### src/rtl/registro_tablero_if.sv
// rtl/registro_tablero_if.sv - write/clear/read bus of the board-cell register bank
//   master: drives escribir, direccion, dato, borrar, leer_dir
//   slave : returns salida_dato, ocupado, cuenta, lleno, rechazo, listo
interface registro_tablero_if #(
  parameter int WIDTH = 6,
  parameter int DEPTH = 9,
  parameter int AW    = 4
);
  logic             escribir;
  logic [AW-1:0]    direccion;
  logic [WIDTH-1:0] dato;
  logic             borrar;
  logic [AW-1:0]    leer_dir;
  logic [WIDTH-1:0] salida_dato;
  logic [DEPTH-1:0] ocupado;
  logic [AW-1:0]    cuenta;
  logic             lleno;
  logic             rechazo;
  logic             listo;

  modport master (
    output escribir, direccion, dato, borrar, leer_dir,
    input  salida_dato, ocupado, cuenta, lleno, rechazo, listo
  );

  modport slave (
    input  escribir, direccion, dato, borrar, leer_dir,
    output salida_dato, ocupado, cuenta, lleno, rechazo, listo
  );
endinterface

### src/rtl/registro_tablero.sv
// rtl/registro_tablero.sv - write-once board-cell register bank with sequential clear sweep
//   clk   : rising-edge clock
//   reset : asynchronous active-high reset
//   bus   : registro_tablero_if.slave (write port, clear request, read port, status flags)
module registro_tablero #(
  parameter int WIDTH = 6,
  parameter int DEPTH = 9,
  parameter int AW    = 4
) (
  input logic               clk,
  input logic               reset,
  registro_tablero_if.slave bus
);

  localparam logic [AW-1:0] DEPTH_A = AW'(DEPTH);
  localparam logic [AW-1:0] ULTIMO  = AW'(DEPTH - 1);
  localparam logic [AW-1:0] UNO     = AW'(1);

  typedef enum logic {INACTIVO, BORRANDO} estado_t;

  estado_t          estado, estado_sig;
  logic [AW-1:0]    indice;
  logic [WIDTH-1:0] celdas [DEPTH];
  logic [WIDTH-1:0] salida_dato;
  logic [DEPTH-1:0] ocupado;
  logic [AW-1:0]    cuenta;
  logic             lleno;
  logic             rechazo;
  logic             dir_valida;
  logic             lee_valida;
  logic             acepta;
  logic             fin_barrido;

  assign dir_valida  = (bus.direccion < DEPTH_A);
  assign lee_valida  = (bus.leer_dir < DEPTH_A);
  // borrar has priority over a same-cycle write, so it disqualifies acceptance
  assign acepta      = (estado == INACTIVO) && bus.escribir && !bus.borrar &&
                       dir_valida && !ocupado[bus.direccion];
  assign fin_barrido = (estado == BORRANDO) && (indice == ULTIMO);

  assign bus.salida_dato = salida_dato;
  assign bus.ocupado     = ocupado;
  assign bus.cuenta      = cuenta;
  assign bus.lleno       = lleno;
  assign bus.rechazo     = rechazo;

  // state register
  always_ff @(posedge clk or posedge reset) begin
    if (reset) estado <= INACTIVO;
    else       estado <= estado_sig;
  end

  // next-state logic; borrar during BORRANDO is ignored
  always_comb begin
    estado_sig = estado;
    case (estado)
      INACTIVO: if (bus.borrar) estado_sig = BORRANDO;
      BORRANDO: if (fin_barrido) estado_sig = INACTIVO;
      default:  estado_sig = INACTIVO;
    endcase
  end

  // outputs decoded from state
  always_comb begin
    bus.listo = 1'b0;
    if (estado == INACTIVO) bus.listo = 1'b1;
  end

  // cell storage, flags, counters and read path
  always_ff @(posedge clk or posedge reset) begin
    if (reset) begin
      for (int i = 0; i < DEPTH; i++) celdas[i] <= '0;
      ocupado     <= '0;
      cuenta      <= '0;
      lleno       <= 1'b0;
      rechazo     <= 1'b0;
      salida_dato <= '0;
      indice      <= '0;
    end else begin
      // read samples the pre-edge contents, giving read-before-write
      salida_dato <= lee_valida ? celdas[bus.leer_dir] : '0;
      rechazo     <= bus.escribir && !acepta;
      case (estado)
        INACTIVO: begin
          if (bus.borrar) begin
            indice <= '0;
          end else if (acepta) begin
            celdas[bus.direccion]  <= bus.dato;
            ocupado[bus.direccion] <= 1'b1;
            cuenta                 <= cuenta + UNO;
            lleno                  <= ((cuenta + UNO) == DEPTH_A);
          end
        end
        BORRANDO: begin
          celdas[indice]  <= '0;
          ocupado[indice] <= 1'b0;
          indice          <= indice + UNO;
          // cuenta and lleno hold their values until the whole sweep is done
          if (fin_barrido) begin
            cuenta <= '0;
            lleno  <= 1'b0;
          end
        end
        default: ;
      endcase
    end
  end

endmodule

### src/flat_wrapper.sv
// flat-port wrapper written by rule: the top's interface ports become plain ports
module registro_tablero_flat 
#(
  parameter int WIDTH = 6,
  parameter int DEPTH = 9,
  parameter int AW    = 4
)
  (clk, reset, bus_escribir, bus_direccion, bus_dato, bus_borrar, bus_leer_dir, bus_salida_dato, bus_ocupado, bus_cuenta, bus_lleno, bus_rechazo, bus_listo);
  registro_tablero_if #(.WIDTH(WIDTH), .DEPTH(DEPTH), .AW(AW)) bus_i ();
  input logic clk;
  input logic reset;
  input wire logic [$bits(bus_i.escribir)-1:0] bus_escribir;
  input wire logic [$bits(bus_i.direccion)-1:0] bus_direccion;
  input wire logic [$bits(bus_i.dato)-1:0] bus_dato;
  input wire logic [$bits(bus_i.borrar)-1:0] bus_borrar;
  input wire logic [$bits(bus_i.leer_dir)-1:0] bus_leer_dir;
  output wire logic [$bits(bus_i.salida_dato)-1:0] bus_salida_dato;
  output wire logic [$bits(bus_i.ocupado)-1:0] bus_ocupado;
  output wire logic [$bits(bus_i.cuenta)-1:0] bus_cuenta;
  output wire logic [$bits(bus_i.lleno)-1:0] bus_lleno;
  output wire logic [$bits(bus_i.rechazo)-1:0] bus_rechazo;
  output wire logic [$bits(bus_i.listo)-1:0] bus_listo;
  assign bus_i.escribir = bus_escribir;
  assign bus_i.direccion = bus_direccion;
  assign bus_i.dato = bus_dato;
  assign bus_i.borrar = bus_borrar;
  assign bus_i.leer_dir = bus_leer_dir;
  assign bus_salida_dato = bus_i.salida_dato;
  assign bus_ocupado = bus_i.ocupado;
  assign bus_cuenta = bus_i.cuenta;
  assign bus_lleno = bus_i.lleno;
  assign bus_rechazo = bus_i.rechazo;
  assign bus_listo = bus_i.listo;
  registro_tablero #(.WIDTH(WIDTH), .DEPTH(DEPTH), .AW(AW)) u_core (.clk(clk), .reset(reset), .bus(bus_i));
endmodule
### config.mk
export PLATFORM = sky130hd
export DESIGN_NAME = registro_tablero_flat
export DESIGN_NICKNAME = d
export VERILOG_FILES = /design/src/rtl/registro_tablero_if.sv /design/src/rtl/registro_tablero.sv /design/src/flat_wrapper.sv
export SDC_FILE = /design/constraint.sdc
export NUM_CORES = 1
export LEC_CHECK = 0
export ABC_AREA = 1
export CAP_MARGIN = 20
export CORE_ASPECT_RATIO = 0.5
export CORE_MARGIN = 2
export CORE_UTILIZATION = 45
export CTS_BUF_LIST = sky130_fd_sc_hd__clkbuf_2 sky130_fd_sc_hd__clkbuf_4 sky130_fd_sc_hd__clkbuf_8
export CTS_CLUSTER_SIZE = 40
export DETAILED_ROUTE_END_ITERATION = 10
export MAX_ROUTING_LAYER = met4
export SKIP_CTS_REPAIR_TIMING = 1
export SLEW_MARGIN = 0
export SYNTH_ARGS = -nofsm -noshare
export SYNTH_HDL_FRONTEND = slang
export SYNTH_SLANG_ARGS = --single-unit
export TNS_END_PERCENT = 10
### constraint.sdc
create_clock -name clk -period 3.2 [get_ports clk]
set_clock_uncertainty 0.15 [all_clocks]
set_input_delay 0.32 -clock clk [delete_from_list [all_inputs] [get_ports clk]]
set_output_delay 0.32 -clock clk [all_outputs]
set_load 0.01 [all_outputs]
==> results.toml, run 1 <==
[outcome]
outcome = "finished, final reports clean"

[synthesis]
netlist_area_mm2 = 0.00481
synth_ff_type = "dfrtp_1"
postSynth.asyncResetShare = 1.00
yosysSeqAreaShare = 0.416
synth_mux_area_frac = 0
synth-simple-area-share = 0.403
syn_nets = 665
netlist_top_cells_area = "dfrtp_1, nand3_1, nand2_1"
synth_compound_area_frac = 0.0920
synth_top_family_by_area = "simple AND/OR/NAND/NOR gates"
synth_top_area_frac = 0.416
syn_inst = 641
ys_warn_count = 0
synth_cell_types = 31
yosys.area_share.adder = 0.0156
synth.avg_cell_area_um2 = 7.51
synth-edff-count = 0
synthXorXnorAreaFrac = 0.00182
synth-seq-cells = 80
yosysTopAreaCell = "dfrtp_1"

[final_layout]
nFillCells = 971
final_common_cell = "nand3_1"
nNetsFinal = 694
diodes = 0
syn2layout_area_growth_pct = 14.6
final_core_util = 0.535
final_cell_mix = "nand3_1, nand2_1, dfrtp_1"
drive_gt1_frac = 0.0681

[cts]
clk_latency_ps = 370
clk_path_buf_depth = 2
numCtsBuffers = 9
root_buffer = "clkbuf_8"
cts_tree = "built"
htreeDepth = 3
clkTransAtPathRegs_ps = 80
cts.sinks = 80

[sta]
setup_viol = 0
post-route-period-util = 0.750
finalSetupTns_ps = 0
relSlewSlack = 0.382
hold_violations = 0
drv_slew = 0
rsz0062_at_grt = "false"
tightest_slew_ps = 920
fin_crit_ps = 2400
max_freq_mhz = 417

[min_path]
hp-class = "in2async"

[power]
ir_worst_vdd_uv = 250
power_per_cell_area_mw_per_mm2 = 716
leakage_nw = 2.55

[die]
dieWidth_um = 150
row_count = 26
initial_core_util = 0.467
io_pins = 40
coreArea_mm2 = 0.0103
dieArea_mm2 = 0.0116
dieHeight_um = 77.1

[global_route]
grt_pass1_wl_um = 23500
grt_start_max_net_pins = 53
overflow = 0
antenna_found_initial = 0
grt_util_all_layers = 0.276
first_global_vias = 4147

[detailed_routing]
viasPerCell = 5.84
wl_per_cell_um = 18.6
wl_um = 15200
drt_pass1_iterations = 5
vias = 4760
drt-initial-drc-count = 532
drc = 0
drtAntennaViolNets = 0

[placed_design]
finalWeightedCongestion = 0.931
port_buffers = 39
hpwl_um = 10300

[job]
max-cap-violations = 0

[worst_setup_path]
path_class = "in2reg"
end_kind = "flip-flop"
cp_max_fo = 48
worstSetupStartpointType = "input pin"
required_ps = 3360
r2r_setup_slack_ps = 1030
arrival_ps = 2560
[stage by stage]
step / instances / hold slack [ps] / setup slack, ps / instance area, µm² / power [mW]
after floorplan: 641 / 274 / 678 / 4810 / 2.52
after global placement: 799 / 334 / 482 / 5290 / 3.04
after detailed placement: 799 / 339 / 430 / 5290 / 3.05
after CTS: 815 / 304 / 790 / 5510 / 3.92
after global routing: 815 / 344 / 609 / 5510 / 4.19
final: 815 / 269 / 801 / 5510 / 3.95
[sequential cells by signal, summed over array words and instances, names as in the netlist]
name                    count
u_core.bus.rechazo          1
u_core.celdas              54
u_core.bus.cuenta           4
u_core.estado               1
u_core.indice               4
u_core.bus.lleno            1
u_core.bus.salida_dato      6
u_core.bus.ocupado          9
[critical path: stages]
cell,delay (ps)
clkdlybuf4s50_1,670
inv_2,100
nand2_1,70
nand2_1,50
nand2_1,50
nand2_1,60
nand2_1,290
nand3_4,200
nand2_4,460
nand3_1,140
nand2_1,110
[per-layer routing]
| layer | vias up | track usage | wire [µm] | share of wire |
|---|---|---|---|---|
| met1 | 2289 | 0.417 | 7260 | 0.48 |
| met2 | 207 | 0.360 | 6190 | 0.41 |
| met5 | - | - | 0 | 0 |
| met4 | 0 | 0.0594 | 178 | 0.012 |
| met3 | 19 | 0.0774 | 1530 | 0.10 |
| li1 | 2245 | - | - | - |
[synth_stat cells, types with 2 or more instances]
library cell / instances
o221ai_1: 2
o21ai_0: 67
inv_1: 39
clkbuf_1: 15
buf_2: 5
nand2_1: 149
nor2_1: 38
nor3_1: 2
nand4_4: 9
o211ai_1: 2
nand4_1: 3
nand3_1: 190
buf_6: 6
ha_1: 6
a21oi_1: 10
dfrtp_1: 80
buf_1: 4
[final timing paths]
path,startpoint,endpoint,depth (start not counted)
worst min-delay path,reset,u_core.bus.ocupado[8]$_DFFE_PP0P_,2
worst max register to register,u_core.estado$_DFF_PP0_,u_core.celdas[29]$_DFFE_PP0P_,7
min in group clk,u_core.celdas[2]$_DFFE_PP0P_,u_core.celdas[2]$_DFFE_PP0P_,2
worst min register to register,u_core.celdas[2]$_DFFE_PP0P_,u_core.celdas[2]$_DFFE_PP0P_,2
worst max-delay path,bus_direccion[0],u_core.celdas[29]$_DFFE_PP0P_,11
max in group asynchronous,reset,u_core.celdas[44]$_DFFE_PP0P_,3
[kinds of logic (layout without fill, tap and decap cells)]
kind of cell    Yosys count  after routing
compound gates           83             83
xor+xnor                  1              1
fa+ha+maj                 6              6
buf+inv                  74            108
flops                    80             80
simple gates            397            397
[layout make-up]
class,count,area [µm²],share of cell area
Clock buffer,13,160,0.0291
Clock inverter,3,65.1,0.0118
Inverter,42,160,0.0291
Multi-Input combinational cell,487,2460,0.447
Sequential cell,80,2000,0.363
Tap cell,140,175,0.0318
Timing Repair Buffer,50,485,0.0881
[power breakdown]
group | internal, mW | leakage (nW) | switching [mW]
clock network | 0.487 | 0.118 | 0.391
registers | 1.26 | 1.09 | 0.262
logic | 0.505 | 1.34 | 1.05
(Power assumes the default switching activity.)
==> run 2, diff against run 1 <==
Clock period 3.2 ns to 2.5 ns, I/O delays scaled along.
==> results.toml, run 2 (synthesized netlist as in run 1, its figures left out) <==
[outcome]
outcome = "finished, final reports clean"

[worst_setup_path]
arrival_ps = 1750
cp_max_fo = 22
worst-path-buf-inv = 2
required_ps = 2100
cp_slowest_stage_delay_ps = 620
rr_startpoint = "u_core.estado$_DFF_PP0_"
path_cells = "inv_2 -> clkdlybuf4s50_1"
reg2reg_to = "u_core.bus.cuenta[1]$_DFFE_PP0P_"
path_class = "reg2out"
worstSetupStartpointType = "flip-flop"
critPathSlowestCell = "clkdlybuf4s50_1"
ff2ff_path_depth = 4
crit_family = "buffers and inverters"
end_kind = "primary output"
r2r_setup_slack_ps = 400

[final_layout]
seq_area_mm2 = 0.00200
nNetsFinal = 702
final_common_cell = "nand3_1"
largest-register = "u_core.celdas"
layout.cells.non_filler = 823
largest_reg_flops = 54
syn2layout_area_growth_pct = 16.0
diodes = 0
final_cell_mix = "nand3_1, nand2_1, dfrtp_1"
nFillCells = 1008
drive_gt1_frac = 0.0791
multiInputGateArea_mm2 = 0.00246
reg_top3 = "u_core.celdas (54), u_core.bus.ocupado (9), u_core.bus.salida_dato (6)"

[cts]
clk_path_buf_depth = 2
cts_tree = "built"
htreeDepth = 3
numCtsBuffers = 9
clk_latency_ps = 370
cts.sinks = 80
clkTransAtPathRegs_ps = 90
root_buffer = "clkbuf_8"

[sta]
fin_crit_ps = 2150
timing.final.ws_setup_ps = 346
post-route-period-util = 0.862
max_freq_mhz = 464
drv_slew = 0
finalSetupTns_ps = 0
tightest_slew_ps = 659
hold_violations = 0
setup_viol = 0
rsz0062_at_grt = "false"
relSlewSlack = 0.560

[detailed_routing]
drc = 0
drt-initial-drc-count = 595
drt_pass1_iterations = 6
vias = 4740
wl_per_cell_um = 18.7
viasPerCell = 5.76
drtAntennaViolNets = 0
wl_um = 15400

[die]
row_count = 26
initial_core_util = 0.467
dieWidth_um = 150
coreArea_mm2 = 0.0103
dieArea_mm2 = 0.0116
io_pins = 40
dieHeight_um = 77.1

[placed_design]
dp_cells = 807
port_buffers = 39
finalWeightedCongestion = 0.871
hpwl_um = 10400
post-place-ws_ps = 222

[power]
ir_worst_vdd_uv = 342
power_per_cell_area_mw_per_mm2 = 900
leakage_nw = 2.59
power_mw = 5.02

[global_route]
grt.met3_usage = 0.0893
antenna_found_initial = 0
grt_pass1_wl_um = 24200
overflow = 0
first_global_vias = 4245
met1_usage = 0.425
grt_util_all_layers = 0.283
grt_start_max_net_pins = 57
grt_util_met2 = 0.373
busiest_layer = "met1"

[min_path]
hp-class = "in2async"

[job]
max-cap-violations = 0
[run 2: cell count changes in the layout (fill, tap and decap cells not counted), moves of 2 or more]
cell / before / now
buf_12: 1 / 3
inv_6: 0 / 2
inv_8: 0 / 2
clkbuf_4: 3 / 0
buf_4: 10 / 16
[run 2: final cells by class]
type	count	area share
well taps	140	0.0314
clock buffers	9	0.0222
multi-input cells	487	0.442
clock inverters	7	0.0155
repair buffers	58	0.102
flip-flops and latches	80	0.359
inverters	42	0.0287
[run 2: how the worst max path moves through the flow]
stage / from / end / slack [ps] / depth (start not counted)
after floorplan: reset / u_core.bus.cuenta[0]$_DFFE_PP0P_ / 50 / 1
after global placement: bus_direccion[0] / u_core.celdas[28]$_DFFE_PP0P_ / 220 / 8
after detailed placement: bus_direccion[0] / u_core.celdas[20]$_DFFE_PP0P_ / 220 / 12
after CTS: u_core.estado$_DFF_PP0_ / bus_listo / 320 / 2
after global routing: u_core.estado$_DFF_PP0_ / u_core.bus.cuenta[1]$_DFFE_PP0P_ / 220 / 4
final: u_core.estado$_DFF_PP0_ / bus_listo / 350 / 2
[run 2: stage by stage]
stage               utilization  hold slack (ps)  cell area, µm²
finish                    0.541             99.1            5580
global placement          0.521              334            5370
floorplan                     -              204            4810
detailed placement        0.521              339            5370
global route              0.541              138            5580
CTS                       0.541              118            5580
[run 2: tightest hold or removal path: stages]
cell and delay, ps:
clkdlybuf4s50_1 420, clkinv_2 70, buf_12 270
[run 2: metal layers]
metal / routed length [µm] / vias up / share of wire
met5: 0 / - / 0
met4: 129 / 0 / 0.0084
met3: 1620 / 14 / 0.11
met2: 6210 / 218 / 0.40
met1: 7410 / 2249 / 0.48
li1: - / 2259 / -
[run 2: power by group]
| group | internal, mW | total (mW) | leakage, nW | switching, mW |
|---|---|---|---|---|
| sequential | 1.61 | 1.94 | 1.09 | 0.333 |
| combinational | 0.683 | 2.03 | 1.39 | 1.34 |
| clock | 0.484 | 1.05 | 0.104 | 0.570 |
| total | 2.77 | 5.02 | 2.59 | 2.25 |
